**config.mk**
```make
export PLATFORM = sky130hd
export DESIGN_NAME = nibble_serial_adder
export DESIGN_NICKNAME = d
export VERILOG_FILES = /design/src/rtl/nibble_serial_adder.sv
export SDC_FILE = /design/constraint.sdc
export NUM_CORES = 1
export LEC_CHECK = 0
export ABC_CLOCK_PERIOD_IN_PS = 1400
export CORE_MARGIN = 2
export CORE_UTILIZATION = 25
export DETAILED_ROUTE_END_ITERATION = 12
export PLACE_DENSITY_LB_ADDON = 0.1
export SYNTH_ARGS = -nofsm -noshare
export SYNTH_HDL_FRONTEND = slang
export SYNTH_SLANG_ARGS = --single-unit
```
**constraint.sdc**
```tcl
create_clock -name Clk -period 1.4 [get_ports Clk]
set_input_delay 0.42 -clock Clk [delete_from_list [all_inputs] [get_ports Clk]]
set_output_delay 0.42 -clock Clk [all_outputs]
set_load 0.05 [all_outputs]
```
**src/rtl/nibble_serial_adder.sv**
```systemverilog
// nibble_serial_adder: sequences a W-bit add/subtract through one external 4-bit adder slice, LS nibble first.
// Ports: Clk/Reset (sync, active-high); Run, Sub, A_in, B_in start an operation in IDLE;
// slice_A/slice_B/slice_cin drive the slice, slice_S/slice_cout return from it;
// Busy (ADD state), Done (one-cycle result pulse), Sum/C_out/Overflow hold the result.
// Optional macro NIBBLE_SERIAL_SATURATE_EN saturates Sum on signed overflow.
module nibble_serial_adder #(
  parameter int NIBBLES = 2
) (
  input  logic                 Clk,
  input  logic                 Reset,
  input  logic                 Run,
  input  logic                 Sub,
  input  logic [4*NIBBLES-1:0] A_in,
  input  logic [4*NIBBLES-1:0] B_in,
  output logic [3:0]           slice_A,
  output logic [3:0]           slice_B,
  output logic                 slice_cin,
  input  logic [3:0]           slice_S,
  input  logic                 slice_cout,
  output logic                 Busy,
  output logic                 Done,
  output logic [4*NIBBLES-1:0] Sum,
  output logic                 C_out,
  output logic                 Overflow
);
  localparam int W = 4*NIBBLES;
  localparam int IW = $clog2(NIBBLES);
  localparam logic [IW-1:0] LAST = IW'(NIBBLES-1);
  typedef enum logic [1:0] {IDLE, ADD, DONE} state_t;
  state_t r_state, w_next;
  logic [W-1:0] r_opa, r_opb, r_sum;
  logic [IW-1:0] r_idx;
  logic r_carry, r_cout, r_ovf;
  logic w_last, w_ovf, w_add;
  assign w_add = r_state == ADD;
  assign w_last = r_idx == LAST;
  // Only the top slice's sum bit matters: overflow when like-signed operands give an opposite-signed result.
  assign w_ovf = (r_opa[W-1] == r_opb[W-1]) && (slice_S[3] != r_opa[W-1]);
  assign Sum = r_sum;
  assign C_out = r_cout;
  assign Overflow = r_ovf;
  always_ff @(posedge Clk)
    r_state <= Reset ? IDLE : w_next;
  always_comb begin
    w_next = r_state == IDLE ? (Run ? ADD : IDLE) :
             r_state == ADD  ? (w_last ? DONE : ADD) : IDLE;
    Busy = w_add;
    Done = r_state == DONE;
    slice_A = w_add ? r_opa[4*r_idx +: 4] : 4'h0;
    slice_B = w_add ? r_opb[4*r_idx +: 4] : 4'h0;
    slice_cin = w_add & r_carry;
  end
  always_ff @(posedge Clk) begin
    if (Reset) begin
      r_opa <= '0;
      r_opb <= '0;
      r_sum <= '0;
      r_idx <= '0;
      r_carry <= 1'b0;
      r_cout <= 1'b0;
      r_ovf <= 1'b0;
    end else if (r_state == IDLE && Run) begin
      // Subtract as A + ~B + 1: the +1 enters as the first carry-in.
      r_opa <= A_in;
      r_opb <= Sub ? ~B_in : B_in;
      r_carry <= Sub;
      r_idx <= '0;
      r_sum <= '0;
      r_cout <= 1'b0;
      r_ovf <= 1'b0;
    end else if (w_add) begin
      r_sum[4*r_idx +: 4] <= slice_S;
      r_carry <= slice_cout;
      r_idx <= r_idx + 1'b1;
      if (w_last) begin
        r_cout <= slice_cout;
        r_ovf <= w_ovf;
`ifdef NIBBLE_SERIAL_SATURATE_EN
        if (w_ovf)
          r_sum <= r_opa[W-1] ? {1'b1, {(W-1){1'b0}}} : {1'b0, {(W-1){1'b1}}};
`endif
      end
    end
  end
endmodule
```
==> results.py, run 1 <==
metrics = {
    "run_status": {
        "status": "finished, violations left",
        "violations": "setup timing",
    },
    "critical_path": {
        "crit_end": "slice_A[0]",
        "setup.worst_path.start": "r_idx$_SDFFE_PP0N_",
        "setup.worst_path.end_class": "output port",
        "crit_buf_inv": 2,
        "path_delay_family": "flip-flops",
        "slowest_delay_ns": 0.35,
        "critPathSlowestCell": "dfxtp_2",
        "path_depth": 4,
        "crit_top_cell": "buf_12",
        "r2r_start": "r_state[0]$_SDFF_PP0_",
        "reg2reg_to": "r_opa[6]$_SDFFE_PP0P_",
        "worstPathRequired_ns": 0.98,
        "cp.arrival_ns": 1.28,
        "crit_path_start_kind": "flip-flop",
        "crit_chain": "buf_12, mux2i_4, nor2_4, buf_12",
        "crit_type": "flip-flop to output port",
        "rr_worst_depth": 6,
        "r2r_setup_slack_ns": 0.04,
        "critPathMaxFanout": 8,
    },
    "yosys": {
        "synth_top_area_share_pct": 41.52,
        "synth.area.top_cells": "dfxtp_1, mux2i_1, a211oi_2",
        "synth_area_leader_cell": "dfxtp_1",
        "synthesis.nets": 172,
        "synth_area_per_cell_um2": 9.839,
        "syn_inst": 147,
        "yosys_warnings": 0,
        "yosysSeqAreaShare_pct": 41.52,
        "ys_ff_latch": 30,
        "mappedNetlistArea_um2": 1446,
        "ys_types": 26,
    },
    "pwr": {
        "p_per_area_nw_per_um2": 922.4,
        "ir_worst_vdd_uv": 505.2,
        "p_clk_share_pct": 30.0,
        "power_leakage_nw": 0.9435,
        "combPwrFrac_pct": 30.5,
        "p_int_mw": 1.705,
        "seq_power_share_pct": 39.5,
        "report.power.total_mw": 2.452,
        "p_sw_uw": 746.9,
        "p_sw_share_pct": 30.46,
    },
    "min_path": {
        "hp-class": "flip-flop to flip-flop",
        "holdPathStages": 2,
    },
    "detailed_routing": {
        "drc": 0,
        "ant_nets": 0,
        "first_pass_iters": 2,
        "vias": 1262,
        "drt-initial-drc-count": 72,
        "routedWlPerCell_um": 13.38,
        "viasPerCell": 4.397,
        "drt-total-wl_um": 3839,
    },
    "finish": {
        "antennaDiodeCount": 0,
        "finalNonFillerCells": 287,
        "fin_util_pct": 47.99,
        "layout_common_cells": "dfxtp_1, buf_12, clkdlybuf4s50_1",
        "final_common_cell": "dfxtp_1",
        "drive_gt1_share_pct": 49.77,
        "area_growth_pct": 83.82,
        "final_nets": 239,
    },
    "global_route": {
        "grt_overflow_total": 0,
        "grt_pass1_vias": 1266,
        "grt_usage_pct": 12.72,
        "grt_max_degree": 20,
        "antenna_found_initial": 0,
        "grt_pass1_wl_um": 6175,
    },
    "clock_network": {
        "cts_buffers": 5,
        "hold_buffers": 0,
        "cts_tree": "built",
        "clock_latency_ns": 0.28,
        "cts_root_buf": "clkbuf_8",
        "cts.path.max_buffers": 2,
        "clkSlewWorstSetupHoldPaths_ns": 0.07,
        "cts.sinks": 30,
        "htreeDepth": 2,
    },
    "placed_design": {
        "routabilityCongestion": 0.7279,
        "port_buffers": 45,
        "hpwlAfterDp_um": 2587,
        "place_inst": 265,
    },
    "timing": {
        "maxSlewViolCount": 0,
        "max-slew-margin-rel_pct": 74.27,
        "setup_slack_ns": -0.3012,
        "whs_ns": 0.5100,
        "worst_pin_slew_ns": 0.3848,
        "fin_crit_sh_pct": 121.5,
        "finalSetupViolations": 11,
        "finClkSkew_ns": 0.006433,
        "min_period_ns": 1.701,
        "rsz0062_at_grt": "yes",
        "hold_viol_final": 0,
        "max_freq_ghz": 0.5878,
    },
    "die": {
        "dieArea_um2": 6410,
        "die-width_um": 80.06,
        "core_um2": 5540,
        "io_pins": 46,
        "start_util_pct": 26.11,
        "fp-row-count": 27,
        "die_y_um": 80.06,
    },
    "flow_run": {
        "maxCapViolCount": 0,
    },
}
-- worst reg2reg max path, delay by kind of cell (launching register included) --
kind	cells	cell delay, ns
AND/OR/NAND/NOR	2	0.28
flip-flops	1	0.34
buffers and inverters	3	0.42
multiplexers	1	0.21
-- Yosys cell counts --
library cell / n
a211oi_1: 1
a211oi_2: 8
a21oi_1: 4
a21oi_2: 7
buf_12: 2
buf_2: 5
buf_6: 3
clkbuf_1: 1
dfxtp_1: 30
inv_1: 1
inv_2: 1
mux2i_1: 18
nand2_1: 7
nand2b_1: 1
nand3_1: 3
nand3b_1: 2
nor2_1: 23
nor2_2: 10
nor2b_1: 2
nor3b_1: 1
nor3b_2: 1
o21a_1: 1
o21ai_0: 4
o21bai_1: 1
or2_4: 1
xnor2_1: 9
-- worst min-delay path by stage --
stage | to | slack, ns | from
floorplan | r_opa[0]$_SDFFE_PP0P_ | 0.46 | r_opa[0]$_SDFFE_PP0P_
global placement | r_opa[3]$_SDFFE_PP0P_ | 0.47 | r_opa[3]$_SDFFE_PP0P_
detailed placement | r_opa[2]$_SDFFE_PP0P_ | 0.49 | r_opa[2]$_SDFFE_PP0P_
CTS | Sum[4]$_SDFFE_PP0P_ | 0.52 | Sum[4]$_SDFFE_PP0P_
global route | Sum[5]$_SDFFE_PP0P_ | 0.53 | Sum[5]$_SDFFE_PP0P_
finish | Sum[5]$_SDFFE_PP0P_ | 0.51 | Sum[5]$_SDFFE_PP0P_
-- routing by layer --
metal | vias up | share of wire, % | GRT usage (%)
met3 | 6 | 4.1 | 4.157
li1 | 630 | - | -
met5 | - | 0 | 0
met4 | 0 | 1.0 | 3.559
met2 | 29 | 51 | 20.67
met1 | 597 | 44 | 16.09
-- per-stage QoR --
stage / setup TNS, ns / area [µm²] / setup slack, ns
after global placement: -9.961 / 2297 / -0.4219
after floorplan: -0.04710 / 1554 / -0.01844
after global routing: -3.457 / 2659 / -0.3765
after CTS: -2.934 / 2611 / -0.3215
final: -2.729 / 2659 / -0.3012
after detailed placement: -10.59 / 2297 / -0.4646
-- what timing repair did --
action	in CTS	in global routing
setup buffers	8	5
cloned	1	2
pin swaps	3	6
endpoints found under the hold margin	0	0
resized for setup	25	3
endpoints found under the setup margin	38	19
-- final cells by class --
class / instances / area (µm²)
Multi-Input combinational cell: 105 / 938.4
Timing Repair Buffer: 70 / 920.9
Sequential cell: 30 / 604.3
Clock inverter: 2 / 12.51
Fill cell: 539 / 2882
Clock buffer: 6 / 82.58
Tap cell: 72 / 90.09
Inverter: 2 / 10.01
-- registers in the layout (all words and copies together), names as in the netlist --
register and count:
Sum 8, r_opa 8, r_opb 8, r_state 2, C_out 1, Overflow 1, r_carry 1, r_idx 1
-- cells by family after synthesis --
kind of cell | Yosys count | synth area share (%)
compound gates | 26 | 15.49
xor+xnor | 9 | 5.450
buf+inv | 13 | 7.611
flops | 30 | 41.52
mux | 18 | 12.46
simple gates | 51 | 17.47
-- power groups by stage --
stage                     Clock, mW  Sequential (mW)  Combinational, mW
after floorplan                   0            0.976              0.393
after global placement            0            0.964              0.614
after detailed placement          0            0.967              0.624
after CTS                     0.767            0.967              0.731
after global routing          0.809            0.975              0.795
final                         0.736            0.969              0.748
(Power assumes the default switching activity.)
==> run 2: changes to the inputs <==
==> constraint.sdc (replaced) <==
create_clock -name Clk -period 1.4 [get_ports Clk]
set_input_delay 0.28 -clock Clk [delete_from_list [all_inputs] [get_ports Clk]]
set_output_delay 0.28 -clock Clk [all_outputs]
set_load 0.05 [all_outputs]
==> run 2 against run 1 <==
  * The run still ends with setup timing left
  * Die area unchanged
  * Sequential share of layout area about the same
  * Cell count up 0.70%
  * Flip-flop and latch count unchanged
  * Non-clock buffer count up 4
  * Sequential power about the same
==> results.py, run 2 (synthesized netlist as in run 1, its figures left out) <==
metrics = {
    "critical_path": {
        "r2r_start": "r_state[1]$_SDFF_PP0_",
        "rr_worst_depth": 7,
        "cp.arrival_ns": 1.24,
        "critPathMaxFanout": 4,
        "r2r_setup_slack_ns": -0.05,
        "worstPathRequired_ns": 1.12,
        "crit_path_start_kind": "flip-flop",
        "reg2reg_to": "r_opb[0]$_SDFFE_PP0P_",
        "setup.worst_path.end_class": "output port",
        "crit_type": "flip-flop to output port",
        "setup.worst_path.start": "r_idx$_SDFFE_PP0N_",
    },
    "timing": {
        "finalSetupViolations": 28,
        "setup_slack_ns": -0.1218,
        "finClkSkew_ns": 0.004243,
        "worst_pin_slew_ns": 0.3207,
        "rsz0062_at_grt": "yes",
        "min_period_ns": 1.522,
        "max-slew-margin-rel_pct": 78.59,
        "maxSlewViolCount": 0,
        "max_freq_ghz": 0.6571,
        "fin_tns_setup_ns": -1.499,
        "hold_viol_final": 0,
        "whs_ns": 0.4207,
        "fin_crit_sh_pct": 108.7,
    },
    "placed_design": {
        "hpwlAfterDp_um": 2721,
        "port_buffers": 45,
        "dp_slack_ns": -0.2957,
        "place_inst": 269,
        "routabilityCongestion": 0.7549,
    },
    "detailed_routing": {
        "routedWlPerCell_um": 13.11,
        "viasPerCell": 4.394,
        "ant_nets": 0,
        "drc": 0,
        "vias": 1270,
        "first_pass_iters": 4,
        "drt-total-wl_um": 3790,
        "drt-initial-drc-count": 50,
    },
    "die": {
        "dieArea_um2": 6410,
        "die_y_um": 80.06,
        "die-width_um": 80.06,
        "core_um2": 5540,
        "start_util_pct": 26.11,
        "fp-row-count": 27,
        "io_pins": 46,
    },
    "finish": {
        "area_growth_pct": 85.21,
        "finalNonFillerCells": 289,
        "final_common_cell": "dfxtp_1",
        "antennaDiodeCount": 0,
        "layout_common_cells": "dfxtp_1, clkdlybuf4s50_1, buf_12",
        "final_nets": 243,
        "drive_gt1_share_pct": 50.23,
    },
    "clock_network": {
        "cts_buffers": 5,
        "cts_root_buf": "clkbuf_8",
        "cts.sinks": 30,
        "clock_latency_ns": 0.28,
        "cts.path.max_buffers": 2,
        "clkSlewWorstSetupHoldPaths_ns": 0.06,
        "htreeDepth": 2,
        "cts_tree": "built",
        "hold_buffers": 0,
    },
    "pwr": {
        "p_per_area_nw_per_um2": 889.4,
        "report.power.total_mw": 2.382,
        "p_sw_uw": 699.9,
        "p_int_mw": 1.683,
        "ir_worst_vdd_uv": 466.8,
        "seq_power_share_pct": 40.7,
        "p_clk_share_pct": 28.2,
        "power_leakage_nw": 0.9635,
        "combPwrFrac_pct": 31.1,
        "p_sw_share_pct": 29.38,
    },
    "min_path": {
        "worst_hold_path.endpoint": "r_carry$_SDFFE_PP0P_",
        "hp-start": "Run",
        "hp-class": "input port to flip-flop",
        "holdPathStages": 3,
    },
    "global_route": {
        "grt_pass1_vias": 1327,
        "grt_max_degree": 20,
        "grt_usage_pct": 12.74,
        "antenna_found_initial": 0,
        "grt_pass1_wl_um": 6182,
        "grt_overflow_total": 0,
    },
    "run_status": {
        "status": "finished, violations left",
        "violations": "setup timing",
    },
    "flow_run": {
        "maxCapViolCount": 0,
    },
}
## run 2: changes by cell type in the layout (fill, tap and decap cells not counted), sizes merged
cell | before | now
buf | 45 | 50
clkbuf | 7 | 6
clkinv | 1 | 0
clkinvlp | 1 | 0
dlygate4sd2 | 1 | 0
dlymetal6s2s | 0 | 1
## run 2: stage by stage
step,util (%),instance area [µm²]
global route,48.35,2679
global placement,41.12,2278
CTS,45.75,2535
detailed placement,41.12,2278
finish,48.35,2679
floorplan,-,1491
## run 2: area by class of cell
class,count,area [µm²]
clock buffers,6,82.58
flip-flops and latches,30,609.3
well taps,72,90.09
inverters,2,12.51
multi-input cells,105,945.9
repair buffers,74,938.4
fillers,525,2861
## run 2: power groups by stage
stage	combinational [mW]	clock, mW	sequential [mW]
2_1_floorplan	0.359	0	0.975
3_3_place_gp	0.601	0	0.965
3_5_place_dp	0.617	0	0.968
4_1_cts	0.696	0.702	0.971
5_1_grt	0.791	0.734	0.974
6_report	0.742	0.671	0.969
## run 2: metal layers
metal	up-vias	wire (µm)	GRT usage, %
met3	8	210	3.933
met5	-	0	0
li1	636	-	-
met1	594	1556	14.49
met2	32	1964	22.08
met4	0	59	5.085
## run 2: repair_timing
item	CTS	global route
gates cloned	0	3
pin swaps	0	10
buffers inserted	1	10
resized for setup	34	17
endpoints found under the setup margin	19	23
## run 2: worst max-delay path by stage
stage | end | slack, ns | depth (start not counted)
after floorplan | slice_B[1] | -0.12 | 4
after global placement | r_opa[2]$_SDFFE_PP0P_ | -0.26 | 5
after detailed placement | r_opa[5]$_SDFFE_PP0P_ | -0.30 | 5
after CTS | slice_A[3] | -0.14 | 4
after global routing | slice_A[3] | -0.18 | 4
final | slice_B[3] | -0.12 | 4
## run 2: critical path: stages (launching register included)
cell	delay, ns
dfxtp_4	0.37
buf_8	0.14
mux2i_4	0.25
nor2_4	0.06
buf_12	0.14
==> run 3: changes to the inputs <==
--- a/config.mk
+++ b/config.mk
@@ -9,7 +9,6 @@
 export CORE_MARGIN = 2
 export CORE_UTILIZATION = 25
 export DETAILED_ROUTE_END_ITERATION = 12
-export PLACE_DENSITY_LB_ADDON = 0.1
 export SYNTH_ARGS = -nofsm -noshare
 export SYNTH_HDL_FRONTEND = slang
 export SYNTH_SLANG_ARGS = --single-unit
==> run 3 against run 2 <==
  * The flow still finishes with violations (setup timing)
  * Core utilization down 0.38 points
  * Sequential power about the same
  * Global-route usage down 1.2 points
  * Clock power down 5.7%
==> results.py, run 3 (synthesized netlist as in run 1, its figures left out) <==
metrics = {
    "die": {
        "die_y_um": 80.06,
        "start_util_pct": 26.11,
        "die-width_um": 80.06,
        "core_um2": 5540,
        "fp-row-count": 27,
        "dieArea_um2": 6410,
        "io_pins": 46,
    },
    "critical_path": {
        "crit_chain": "buf_8, mux2i_2, nor2_2, buf_12",
        "critPathSlowestCell": "dfxtp_4",
        "path_delay_family": "flip-flops",
        "crit_path_start_kind": "flip-flop",
        "worstPathRequired_ns": 1.12,
        "slowest_delay_ns": 0.37,
        "cp.arrival_ns": 1.23,
        "critPathMaxFanout": 5,
        "setup.worst_path.end_class": "output port",
        "crit_buf_inv": 2,
        "crit_type": "flip-flop to output port",
    },
    "pwr": {
        "p_sw_uw": 688.5,
        "p_sw_share_pct": 29.39,
        "combPwrFrac_pct": 31.7,
        "ir_worst_vdd_uv": 386.5,
        "power_leakage_nw": 0.9555,
        "p_clk_share_pct": 27.0,
        "seq_power_share_pct": 41.3,
        "p_per_area_nw_per_um2": 881.6,
        "p_int_mw": 1.654,
    },
    "timing": {
        "maxSlewViolCount": 0,
        "min_period_ns": 1.513,
        "max-slew-margin-rel_pct": 81.42,
        "setup_slack_ns": -0.1130,
        "rsz0062_at_grt": "yes",
        "fin_tns_setup_ns": -0.8617,
        "worst_pin_slew_ns": 0.2757,
        "fin_crit_sh_pct": 108.1,
        "max_freq_ghz": 0.6610,
        "hold_viol_final": 0,
        "whs_ns": 0.5108,
        "finClkSkew_ns": 0.003888,
        "finalSetupViolations": 9,
    },
    "global_route": {
        "grt_usage_pct": 11.53,
        "grt_pass1_wl_um": 5727,
        "grt_pass1_vias": 1174,
        "grt_max_degree": 25,
        "grt_overflow_total": 0,
        "antenna_found_initial": 0,
    },
    "flow_run": {
        "maxCapViolCount": 0,
    },
    "finish": {
        "drive_gt1_share_pct": 48.37,
        "area_growth_pct": 83.74,
        "final_common_cell": "dfxtp_1",
        "layout_common_cells": "dfxtp_1, buf_12, clkdlybuf4s50_1",
        "stdcell_area_um2": 2658,
        "antennaDiodeCount": 0,
        "final_nets": 240,
    },
    "detailed_routing": {
        "routedWlPerCell_um": 12.81,
        "ant_nets": 0,
        "first_pass_iters": 6,
        "viasPerCell": 4.307,
        "vias": 1236,
        "drt-initial-drc-count": 59,
        "drc": 0,
        "drt-total-wl_um": 3677,
    },
    "placed_design": {
        "dp_slack_ns": -0.2566,
        "hpwlAfterDp_um": 2458,
        "port_buffers": 45,
        "routabilityCongestion": 0.7172,
        "place_area_um2": 2283,
    },
    "clock_network": {
        "cts.path.max_buffers": 2,
        "cts_tree": "built",
        "cts_buffers": 5,
        "htreeDepth": 2,
        "clkSlewWorstSetupHoldPaths_ns": 0.06,
        "cts_root_buf": "clkbuf_8",
        "cts.sinks": 30,
        "clock_latency_ns": 0.27,
    },
    "run_status": {
        "violations": "setup timing",
        "status": "finished, violations left",
    },
    "min_path": {
        "hp-class": "flip-flop to flip-flop",
    },
}
## run 3: worst paths after layout
check	from	end	slack [ns]	cells after the start
worst min-delay path	Sum[6]$_SDFFE_PP0P_	Sum[6]$_SDFFE_PP0P_	0.51	2
worst max register to register	r_state[1]$_SDFF_PP0_	r_opa[4]$_SDFFE_PP0P_	0.06	6
worst min register to register	Sum[6]$_SDFFE_PP0P_	Sum[6]$_SDFFE_PP0P_	0.51	2
worst max-delay path	r_idx$_SDFFE_PP0N_	slice_B[2]	-0.11	4
## run 3: repair_timing
item,4_1_cts,5_1_grt
buffers inserted,3,7
gates resized for setup,27,11
gates cloned,0,2
endpoints found under the setup margin,10,27
hold buffers,0,0
## run 3: metal layers
| metal | up-vias | GRT usage (%) | part of all wire [%] |
|---|---|---|---|
| li1 | 630 | - | - |
| met1 | 578 | 14.96 | 47 |
| met2 | 26 | 17.25 | 47 |
| met3 | 2 | 4.944 | 5.1 |
| met4 | 0 | 3.559 | 0.41 |
| met5 | - | 0 | 0 |
## run 3: power by group through the flow
stage,clock (mW),sequential (mW),combinational (mW)
floorplan,0,0.975,0.359
global placement,0,0.965,0.602
detailed placement,0,0.965,0.606
CTS,0.668,0.964,0.678
global route,0.701,0.974,0.788
finish,0.633,0.967,0.742
## run 3: worst reg2reg max path, delay by kind of cell, from the launching register on
family / cells / cell delay (ns)
buffers and inverters: 3 / 0.48
DFF: 1 / 0.32
muxes: 1 / 0.18
and+or+nand+nor: 2 / 0.25
## run 3: layout make-up
type,count,area [µm²]
clock buffer,7,76.32
fill,511,2883
inverter,2,20.02
multi-input combinational,104,902.1
sequential,30,609.3
tap,72,90.09
timing repair buffer,72,959.7
## run 3: metrics by stage
step | power, mW | util [%] | cells
5_1_grt | 2.463 | 47.97 | 287
3_5_place_dp | 1.572 | 41.22 | 268
4_1_cts | 2.309 | 45.35 | 278
3_3_place_gp | 1.567 | 41.22 | 268
2_1_floorplan | 1.334 | - | 147
6_report | 2.343 | 47.97 | 287
